File: config.mk
export PLATFORM = sky130hd
export DESIGN_NAME = ysyx_25010008_alu_issue
export DESIGN_NICKNAME = d
export VERILOG_FILES = /design/src/rtl/ysyx_25010008_pkg.sv /design/src/rtl/ysyx_25010008_scoreboard.sv /design/src/rtl/ysyx_25010008_alu_issue.sv
export SDC_FILE = /design/constraint.sdc
export NUM_CORES = 1
export LEC_CHECK = 0
export CAP_MARGIN = 0
export CORE_MARGIN = 4
export CORE_UTILIZATION = 40
export DETAILED_ROUTE_END_ITERATION = 12
export DONT_BUFFER_PORTS = 1
export GPL_ROUTABILITY_DRIVEN = 0
export SYNTH_ARGS = -nofsm -noshare
export SYNTH_HDL_FRONTEND = slang
export SYNTH_SLANG_ARGS = --single-unit
File: constraint.sdc
create_clock -name clk -period 4.1 [get_ports clk]
set_input_delay 0.82 -clock clk [delete_from_list [all_inputs] [get_ports clk]]
set_output_delay 0.82 -clock clk [all_outputs]
set_load 0.03 [all_outputs]
File: src/rtl/ysyx_25010008_pkg.sv
// Shared constants and types for the ysyx_25010008 decode/issue slice.
// The optional Zbb ANDN decode is controlled by YSYX_25010008_ANDN_EN in the issue stage.
package ysyx_25010008_pkg;

  localparam logic [7:0] ALU_ADD  = 8'h00;
  localparam logic [7:0] ALU_SUB  = 8'h01;
  localparam logic [7:0] ALU_XOR  = 8'h02;
  localparam logic [7:0] ALU_OR   = 8'h04;
  localparam logic [7:0] ALU_AND  = 8'h08;
  localparam logic [7:0] ALU_SLL  = 8'h10;
  localparam logic [7:0] ALU_SRL  = 8'h20;
  localparam logic [7:0] ALU_SRA  = 8'h40;
  localparam logic [7:0] ALU_ANDN = 8'h80;
  // Compares are the subtract bit plus one select bit.
  localparam logic [7:0] ALU_EQ   = 8'h03;
  localparam logic [7:0] ALU_NE   = 8'h05;
  localparam logic [7:0] ALU_LTU  = 8'h09;
  localparam logic [7:0] ALU_GEU  = 8'h11;
  localparam logic [7:0] ALU_LT   = 8'h21;
  localparam logic [7:0] ALU_GE   = 8'h41;

  localparam logic [6:0] OPC_OP     = 7'b0110011;
  localparam logic [6:0] OPC_OP_IMM = 7'b0010011;
  localparam logic [6:0] OPC_LUI    = 7'b0110111;
  localparam logic [6:0] OPC_AUIPC  = 7'b0010111;
  localparam logic [6:0] OPC_BRANCH = 7'b1100011;

  localparam logic [6:0] F7_BASE = 7'b0000000;
  localparam logic [6:0] F7_ALT  = 7'b0100000;

  typedef enum logic [2:0] {
    IMM_NONE,
    IMM_I,
    IMM_SH,
    IMM_U,
    IMM_B
  } imm_fmt_e;

  typedef struct packed {
    logic [7:0]  alu_op;
    logic [31:0] op1;
    logic [31:0] op2;
    logic [4:0]  rd;
    logic        rd_wen;
    logic        is_branch;
    logic [31:0] imm;
    logic [31:0] pc;
    logic        illegal;
  } issue_t;

  function automatic logic [31:0] imm_gen(input logic [31:0] inst, input imm_fmt_e fmt);
    logic [31:0] imm;
    case (fmt)
      IMM_I:   imm = {{20{inst[31]}}, inst[31:20]};
      IMM_SH:  imm = {27'b0, inst[24:20]};
      IMM_U:   imm = {inst[31:12], 12'b0};
      IMM_B:   imm = {{19{inst[31]}}, inst[31], inst[7], inst[30:25], inst[11:8], 1'b0};
      default: imm = 32'b0;
    endcase
    return imm;
  endfunction

endpackage

File: src/rtl/ysyx_25010008_scoreboard.sv
// Per-register busy bits with one set port, two clear ports and two lookups.
// A set wins over any clear of the same register in the same cycle; x0 is never busy.
module ysyx_25010008_scoreboard
  import ysyx_25010008_pkg::*;
#(
  parameter int NREG = 32
) (
  input  logic       clk,
  input  logic       rst_n,
  input  logic       set_i,
  input  logic [4:0] set_rd_i,
  input  logic       wb_clr_i,
  input  logic [4:0] wb_rd_i,
  input  logic       fl_clr_i,
  input  logic [4:0] fl_rd_i,
  input  logic [4:0] rs1_addr_i,
  input  logic [4:0] rs2_addr_i,
  output logic       rs1_busy_o,
  output logic       rs2_busy_o
);

  logic [NREG-1:0] busy_q, busy_d;

  always_comb begin
    busy_d = busy_q;
    if (wb_clr_i) busy_d[wb_rd_i] = 1'b0;
    if (fl_clr_i) busy_d[fl_rd_i] = 1'b0;
    if (set_i)    busy_d[set_rd_i] = 1'b1;
    busy_d[0] = 1'b0;
  end

  always_ff @(posedge clk or negedge rst_n) begin
    if (!rst_n) busy_q <= '0;
    else        busy_q <= busy_d;
  end

  // Lookups see only the registered state, so a clear unblocks one cycle later.
  assign rs1_busy_o = busy_q[rs1_addr_i];
  assign rs2_busy_o = busy_q[rs2_addr_i];

endmodule

File: src/rtl/ysyx_25010008_alu_issue.sv
// RV32I decode/issue stage: decodes, checks RAW hazards, and registers one ALU op.
// Define YSYX_25010008_ANDN_EN to decode Zbb ANDN; otherwise that encoding is illegal.
module ysyx_25010008_alu_issue
  import ysyx_25010008_pkg::*;
#(
  parameter int NREG = 32
) (
  input  logic        clk,
  input  logic        rst_n,
  input  logic        in_valid,
  output logic        in_ready,
  input  logic [31:0] in_inst,
  input  logic [31:0] in_pc,
  output logic [4:0]  rs1_addr,
  output logic [4:0]  rs2_addr,
  input  logic [31:0] rs1_data,
  input  logic [31:0] rs2_data,
  input  logic        wb_valid,
  input  logic [4:0]  wb_rd,
  input  logic        flush,
  output logic        out_valid,
  input  logic        out_ready,
  output logic [7:0]  out_alu_opcode,
  output logic [31:0] out_operand1,
  output logic [31:0] out_operand2,
  output logic [4:0]  out_rd,
  output logic        out_rd_wen,
  output logic        out_is_branch,
  output logic [31:0] out_imm,
  output logic [31:0] out_pc,
  output logic        out_illegal
);

  logic [6:0] opc, f7;
  logic [2:0] f3;
  logic [4:0] rd;
  issue_t     dec;
  logic       rs1_used, rs2_used, writes, illegal;
  logic       rs1_busy, rs2_busy, hazard, accept;
  issue_t     slot_q, slot_d;
  logic       valid_q, valid_d;

  assign opc      = in_inst[6:0];
  assign rd       = in_inst[11:7];
  assign f3       = in_inst[14:12];
  assign f7       = in_inst[31:25];
  assign rs1_addr = in_inst[19:15];
  assign rs2_addr = in_inst[24:20];

  always_comb begin
    dec      = '0;
    dec.pc   = in_pc;
    rs1_used = 1'b0;
    rs2_used = 1'b0;
    writes   = 1'b0;
    illegal  = 1'b0;
    case (opc)
      OPC_OP: begin
        rs1_used = 1'b1;
        rs2_used = 1'b1;
        writes   = 1'b1;
        dec.op1  = rs1_data;
        dec.op2  = rs2_data;
        case ({f7, f3})
          {F7_BASE, 3'b000}: dec.alu_op = ALU_ADD;
          {F7_BASE, 3'b001}: dec.alu_op = ALU_SLL;
          {F7_BASE, 3'b010}: dec.alu_op = ALU_LT;
          {F7_BASE, 3'b011}: dec.alu_op = ALU_LTU;
          {F7_BASE, 3'b100}: dec.alu_op = ALU_XOR;
          {F7_BASE, 3'b101}: dec.alu_op = ALU_SRL;
          {F7_BASE, 3'b110}: dec.alu_op = ALU_OR;
          {F7_BASE, 3'b111}: dec.alu_op = ALU_AND;
          {F7_ALT,  3'b000}: dec.alu_op = ALU_SUB;
          {F7_ALT,  3'b101}: dec.alu_op = ALU_SRA;
`ifdef YSYX_25010008_ANDN_EN
          // The ALU computes ~op1 & op2, so swapping the sources yields rs1 & ~rs2.
          {F7_ALT,  3'b111}: begin
            dec.alu_op = ALU_ANDN;
            dec.op1    = rs2_data;
            dec.op2    = rs1_data;
          end
`else
          {F7_ALT,  3'b111}: illegal = 1'b1;
`endif
          default: illegal = 1'b1;
        endcase
      end
      OPC_OP_IMM: begin
        rs1_used = 1'b1;
        writes   = 1'b1;
        dec.op1  = rs1_data;
        dec.op2  = imm_gen(in_inst, IMM_I);
        case (f3)
          3'b000: dec.alu_op = ALU_ADD;
          3'b010: dec.alu_op = ALU_LT;
          3'b011: dec.alu_op = ALU_LTU;
          3'b100: dec.alu_op = ALU_XOR;
          3'b110: dec.alu_op = ALU_OR;
          3'b111: dec.alu_op = ALU_AND;
          3'b001: begin
            dec.op2 = imm_gen(in_inst, IMM_SH);
            if (f7 == F7_BASE) dec.alu_op = ALU_SLL;
            else               illegal = 1'b1;
          end
          default: begin
            dec.op2 = imm_gen(in_inst, IMM_SH);
            if (f7 == F7_BASE)     dec.alu_op = ALU_SRL;
            else if (f7 == F7_ALT) dec.alu_op = ALU_SRA;
            else                   illegal = 1'b1;
          end
        endcase
      end
      OPC_LUI: begin
        writes  = 1'b1;
        dec.op2 = imm_gen(in_inst, IMM_U);
      end
      OPC_AUIPC: begin
        writes  = 1'b1;
        dec.op1 = in_pc;
        dec.op2 = imm_gen(in_inst, IMM_U);
      end
      OPC_BRANCH: begin
        rs1_used      = 1'b1;
        rs2_used      = 1'b1;
        dec.is_branch = 1'b1;
        dec.op1       = rs1_data;
        dec.op2       = rs2_data;
        dec.imm       = imm_gen(in_inst, IMM_B);
        case (f3)
          3'b000:  dec.alu_op = ALU_EQ;
          3'b001:  dec.alu_op = ALU_NE;
          3'b100:  dec.alu_op = ALU_LT;
          3'b101:  dec.alu_op = ALU_GE;
          3'b110:  dec.alu_op = ALU_LTU;
          3'b111:  dec.alu_op = ALU_GEU;
          default: illegal = 1'b1;
        endcase
      end
      default: illegal = 1'b1;
    endcase
    // Illegal encodings issue as an inert bubble that reads and writes nothing.
    if (illegal) begin
      dec.alu_op    = ALU_ADD;
      dec.op1       = '0;
      dec.op2       = '0;
      dec.imm       = '0;
      dec.is_branch = 1'b0;
      writes        = 1'b0;
      rs1_used      = 1'b0;
      rs2_used      = 1'b0;
    end
    dec.illegal = illegal;
    dec.rd_wen  = writes & (rd != 5'd0);
    dec.rd      = dec.rd_wen ? rd : 5'd0;
  end

  assign hazard   = in_valid & ((rs1_used & rs1_busy) | (rs2_used & rs2_busy));
  assign in_ready = (!valid_q | out_ready) & !hazard & !flush;
  assign accept   = in_valid & in_ready;

  ysyx_25010008_scoreboard #(
    .NREG(NREG)
  ) u_scoreboard (
    .clk        (clk),
    .rst_n      (rst_n),
    .set_i      (accept & dec.rd_wen),
    .set_rd_i   (dec.rd),
    .wb_clr_i   (wb_valid),
    .wb_rd_i    (wb_rd),
    .fl_clr_i   (flush & valid_q & slot_q.rd_wen),
    .fl_rd_i    (slot_q.rd),
    .rs1_addr_i (rs1_addr),
    .rs2_addr_i (rs2_addr),
    .rs1_busy_o (rs1_busy),
    .rs2_busy_o (rs2_busy)
  );

  // The slot drains and refills in the same cycle when execute consumes it.
  always_comb begin
    slot_d  = slot_q;
    valid_d = valid_q;
    if (flush) begin
      valid_d = 1'b0;
    end else if (accept) begin
      valid_d = 1'b1;
      slot_d  = dec;
    end else if (out_ready) begin
      valid_d = 1'b0;
    end
  end

  always_ff @(posedge clk or negedge rst_n) begin
    if (!rst_n) begin
      valid_q <= 1'b0;
      slot_q  <= '0;
    end else begin
      valid_q <= valid_d;
      slot_q  <= slot_d;
    end
  end

  assign out_valid      = valid_q;
  assign out_alu_opcode = slot_q.alu_op;
  assign out_operand1   = slot_q.op1;
  assign out_operand2   = slot_q.op2;
  assign out_rd         = slot_q.rd;
  assign out_rd_wen     = slot_q.rd_wen;
  assign out_is_branch  = slot_q.is_branch;
  assign out_imm        = slot_q.imm;
  assign out_pc         = slot_q.pc;
  assign out_illegal    = slot_q.illegal;

endmodule
# Word level (Yosys, flattened, before mapping)
# Cells that the tools add are included.
[totals]
ff_bits = 176
latchBits = 0
mem_bits_rw = 0
rom_bits = 0
in_bits = 139
output_inout_bits = 156
wordCells = 121
mem_count = 0
[classes]
add_sub_neg = 0
multipliers = 0
div = 0
n_lt_le_gt_ge = 8
n_eq_ne = 22
n_shift = 0
n_mux = 43
bitwise_logic = 18
n_reduce_logical = 19
[ops]
columns = ["op", "count"]
rows = [
  ["32-bit two-way mux", 4],
  ["32-bit one-hot mux with 3 select lines", 1],
  ["72-bit two-way mux", 1],
  ["33-bit two-way mux", 2],
  ["32-bit AND", 2],
  ["32-bit inverter", 2],
  ["32-bit one-hot mux with 2 select lines", 1],
  ["7-bit one-hot mux with 9 select lines", 1],
  ["7-bit one-hot mux with 7 select lines", 1],
  ["7-bit one-hot mux with 6 select lines", 1],
  ["10-bit by 3-bit == test with 1-bit output (second input constant)", 4],
  ["32-bit bitwise OR", 1],
  ["5-bit by 6-bit less-than comparator with 1-bit output (second input constant)", 5],
  ["8-bit one-hot mux with 3 select lines", 1],
  ["7-bit by 6-bit == test with 1-bit output (second input constant)", 3],
  ["10-bit by 2-bit == test with 1-bit output (second input constant)", 2],
  ["10-bit by 9-bit == test with 1-bit output (second input constant)", 2],
  ["1-bit two-way mux", 19],
  ["1-bit demux with 5-bit select", 3],
  ["5-bit by 1-bit >= comparator with 1-bit output (second input constant)", 3],
  ["7-bit by 5-bit == test with 1-bit output (second input constant)", 2],
  ["7-bit two-way mux", 2],
  ["3-bit == test (second input constant)", 4],
  ["6-bit OR reduction", 2],
  ["23 further kinds", 41],
]

# Logic depth before layout (Yosys ltp)
[depth]
depth_word = 15
ltp_mapped = 12
ltp_nobuf = 7

# Hierarchy
# From an unflattened synthesis, not the netlist that was laid out.
[unflattened]
hier_cells = 815
hier_area_um2 = 8758.4
[by_module_without_submodules]
columns = ["mod", "n_inst", "cells_each", "area_each_um2", "seq_area_each_um2"]
rows = [
  ["ysyx_25010008_alu_issue", 1, 579, 6545.0, 3103.0],
  ["ysyx_25010008_scoreboard", 1, 236, 2213.4, 775.7],
]

# Worst setup path before layout
# Ideal clock, no wire load.
[synth_timing]
path_kind = "input to output"
start = "input port in_inst[15]"
end = "output port in_ready"
arrival_ns = 3.116
required_time_ns = 3.280
slack_ns = 0.164
stages = 8
n_path_buf = 2
path_cell_list = "buf_2 -> mux4_2 -> mux2i_1 -> nor2_1 -> nor4_4 -> a21boi_2 -> clkbuf_1 -> a21boi_0"
[synth_between]
elab_chain_cells = 8
[synth_rtl]
columns = ["item", "line", "source"]
rows = [
  ["from (decl)", "ysyx_25010008_alu_issue.sv:12", "input logic [31:0] in_inst,"],
  ["1-bit binary-select mux with 5-bit select", "ysyx_25010008_scoreboard.sv:38", "assign rs1_busy_o = busy_q[rs1_addr_i];"],
  ["1-bit two-way mux (not written as such)", "ysyx_25010008_scoreboard.sv:38", ""],
  ["1-bit AND", "ysyx_25010008_alu_issue.sv:157", "assign hazard = in_valid & ((rs1_used & rs1_busy) | (rs2_used & rs2_busy));"],
  ["1-bit bitwise OR", "ysyx_25010008_alu_issue.sv:157", ""],
  ["1-bit AND", "ysyx_25010008_alu_issue.sv:157", ""],
  ["1-bit zero test", "ysyx_25010008_alu_issue.sv:158", "assign in_ready = (!valid_q | out_ready) & !hazard & !flush;"],
  ["1-bit AND (2 in series)", "ysyx_25010008_alu_issue.sv:158", ""],
  ["to (decl)", "ysyx_25010008_alu_issue.sv:11", "output logic in_ready,"],
]
# No other way between the ends. The select of a mux whose other input is x is not followed.

# Worst setup path after layout
[layout_timing]
start = "input port in_inst[26]"
end = "output port in_ready"
[layout_between]
elab_chain_cells = 12
elab_cells_between_ends = 28
classes_between = "eq/ne: 10; mux: 8; bitwise: 6; reduce/logical: 4"
[layout_rtl]
columns = ["item", "line", "source"]
rows = [
  ["7-bit by 6-bit == test with 1-bit output", "ysyx_25010008_alu_issue.sv:108", "else if (f7 == F7_ALT) dec.alu_op = ALU_SRA;"],
  ["1-bit two-way mux", "ysyx_25010008_alu_issue.sv:108", ""],
  ["1-bit two-way mux", "ysyx_25010008_alu_issue.sv:107", "if (f7 == F7_BASE) dec.alu_op = ALU_SRL;"],
  ["1-bit one-hot mux with 2 select lines", "ysyx_25010008_alu_issue.sv:93", "case (f3)"],
  ["1-bit one-hot mux with 4 select lines *", "ysyx_25010008_alu_issue.sv:57", "case (opc)"],
  ["1-bit two-way mux", "ysyx_25010008_alu_issue.sv:142", "if (illegal) begin"],
  ["1-bit AND", "ysyx_25010008_alu_issue.sv:157", ""],
  ["1-bit bitwise OR *", "ysyx_25010008_alu_issue.sv:157", ""],
  ["1-bit AND *", "ysyx_25010008_alu_issue.sv:157", ""],
  ["1-bit zero test *", "ysyx_25010008_alu_issue.sv:158", ""],
  ["1-bit AND * (2 in series)", "ysyx_25010008_alu_issue.sv:158", ""],
]
# Every way passes the cells marked *; elsewhere a longest branch is shown, timed or not.

==> results.toml <==
[run_status]
status = "complete, no violations"

[placed_design]
portBuffers = 0
post_dp_cell_area_um2 = 8240
hpwlAfterDp_um = 18700

[clock_network]
clkSlewWorstSetupHoldPaths_ns = 0.07
tritoncts = "yes"
insertion_delay_ns = 0.42
cts_made_buffers = 17
cts_sinks = 155
cts_hold_buf = 0
cts_setup_buffers = 0
cts_htree_levels = 4
cts_resized = 0
clock_path_buffers = 2
cts_root_buf = "clkbuf_16"

[sta]
hold_ws_ns = 0.0933
grt_setup_unrepaired = "false"
finalCritPeriodShare_pct = 88.2
post-route-min-period_ns = 3.62
slew_violations = 0
hold_violations = 0
max_freq_mhz = 277
fin_setup_tns_ns = 0
finalSetupViolations = 0
worst_slew_pin_slew_ns = 0.953
max_slew_margin_pct = 36.4
clock_skew_ns = 0.00876

[setup_path]
crit_required_ns = 3.28
crit_end = "in_ready"
cp_max_fo = 7
timing.rr.start = "u_scoreboard.busy_q[24]$_DFF_PN0_"
reg2reg_to = "out_imm[11]$_DFFE_PN0P_"
critPathLaunchType = "input port"
critPathArrivalTime_ns = 2.80
reg2reg_slack_ns = 1.08
ff2ff_path_depth = 9
end_kind = "primary output"
worst-setup-path-type = "in2out"
cp-startpoint = "in_inst[26]"

[synth]
ys_seq_area_share_pct = 47.1
postSynthCellCount = 743
synth_edf_count = 0
yosys_register_bits = 155
yosys_warnings = 0
syn_area_um2 = 8230
ys_async_sr_fraction_pct = 100
ys.flop_type = "dfrtp_1"
synthDistinctLibCells = 61
syn_area_per_cell_um2 = 11.1

[drt]
vias = 6300
drc = 0
wl_um = 25500
firstDrtPassIters = 6
via_per_inst = 6.49
route.detailed.wl_per_inst_um = 26.2
ant_nets = 0
drtIter0Drc = 396

[die]
rows = 52
start_util_pct = 40.7
core-area_um2 = 20200
ioPinCount = 295
die_x_um = 151
dieHeight_um = 151
dieArea_um2 = 22900

[global_route]
grt_first_pass_wirelength_um = 38300
grt_pass1_vias = 6505
grt_overflow_total = 0
met2_usage_pct = 35.3
grt_max_degree = 156
busiest_layer = "met2"
grt_use_met1_pct = 27.2
antenna_found_initial = 0
use_met3_pct = 8.89
grt_util_all_layers_pct = 21.8

[final_layout]
multi_input_comb_area_um2 = 3810
areaGrowthSynthToFinish_pct = 7.70
finalInstanceArea_um2 = 8870
diodes = 0
seq_area_um2 = 3880
post-route-util_pct = 43.8
drive_above_1_share_pct = 19.4
fin_nets = 827
fillers = 1870

[pwr]
finalPower_uw = 3630
power_density_nw_per_um2 = 409
vdd_drop_max_mv = 0.298
leakage_uw = 0.00339

[flow_run]
drv_cap = 0

[worst_hold_path]
min_path_type = "in2async"
Yosys cell counts, types with 10 or more instances:
| library cell | count | area (µm²) |
|---|---|---|
| dfrtp_1 | 155 | 3880 |
| o221ai_1 | 31 | 272 |
| nor2b_1 | 12 | 75.1 |
| mux2i_1 | 18 | 180 |
| mux2_2 | 30 | 338 |
| nand3_1 | 16 | 80.1 |
| clkbuf_1 | 41 | 154 |
| a22oi_1 | 44 | 330 |
| nand3b_1 | 10 | 75.1 |
| nor2_1 | 23 | 86.3 |
| a22o_1 | 20 | 175 |
| nand2_1 | 28 | 105 |
| buf_4 | 34 | 255 |
| nor3_1 | 12 | 60.1 |
| a221oi_1 | 19 | 166 |
| o2bb2ai_2 | 30 | 450 |
| buf_2 | 12 | 60.1 |
| o21ai_0 | 103 | 515 |
routing by layer:
layer  vias to the layer above  share of wire [%]
li1                       2731                  -
met1                      3171                 40
met2                       360                 49
met3                        38                 10
met4                         0                1.4
met5                         -                  0
flip-flops by register name, summed over array words and instances, names as in the netlist:
signal and count:
out_alu_opcode 7, out_illegal 1, out_imm 12, out_is_branch 1, out_operand1 32, out_operand2 32
out_pc 32, out_rd 5, out_rd_wen 1, out_valid 1, u_scoreboard.busy_q 31
through the flow:
stage,cells,setup WS [ns]
final,970,0.485
after global routing,970,0.246
after CTS,970,0.471
after detailed placement,939,0.483
after global placement,939,0.583
after floorplan,744,0.164
cell families (layout without fill, tap and decap cells):
logic type / after synthesis / count (layout) / share of synthesized area [%]
buf+inv: 99 / 55 / 6.97
flops: 155 / 155 / 47.1
compound gates: 285 / 285 / 27.0
mux: 62 / 62 / 9.16
other cells: 1 / 2 / 0.0455
simple gates: 141 / 141 / 9.76
critical path, stage by stage:
cell and delay, ns:
nor4_2 0.42, nand2_1 0.16, o311ai_1 0.36, and4_1 0.39, a21boi_4 0.30, a21boi_0 0.14
buf_4 0.19
placed cells by master, fill, tap and decap left out, types with 19 or more instances in the layout:
master	instances
mux2_2	30
dfrtp_1	154
nand2_1	28
nor2_1	22
o21ai_0	103
a22o_1	20
o2bb2ai_2	30
a22oi_1	44
a221oi_1	19
o221ai_1	31
area by class of cell:
class	instances	share of cell area, %
clock buffers	19	4.99
clock inverters	12	2.13
repair buffers	20	2.20
flip-flops and latches	155	43.8
well taps	270	3.81
inverters	4	0.169
multi-input cells	490	42.9
power by group:
group / total [µW] / switching (µW) / leakage (µW) / internal (µW)
combinational: 173 / 87.9 / 0.00101 / 84.6
clock: 1710 / 663 / 0.000298 / 1040
sequential: 1750 / 165 / 0.00209 / 1590
total: 3630 / 917 / 0.00339 / 2710
how the worst min path moves through the flow:
stage           from                       endpoint  slack (ns)
2_1_floorplan  rst_n  out_alu_opcode[0]$_DFFE_PN0P_        0.52
3_3_place_gp   rst_n   out_operand2[23]$_DFFE_PN0P_        0.53
3_5_place_dp   rst_n    out_operand2[1]$_DFFE_PN0P_        0.53
4_1_cts        rst_n   out_operand2[23]$_DFFE_PN0P_        0.07
5_1_grt        rst_n    out_operand2[1]$_DFFE_PN0P_        0.06
6_report       rst_n   out_operand2[23]$_DFFE_PN0P_        0.09
Note: power is estimated with default switching activity, not from simulation.
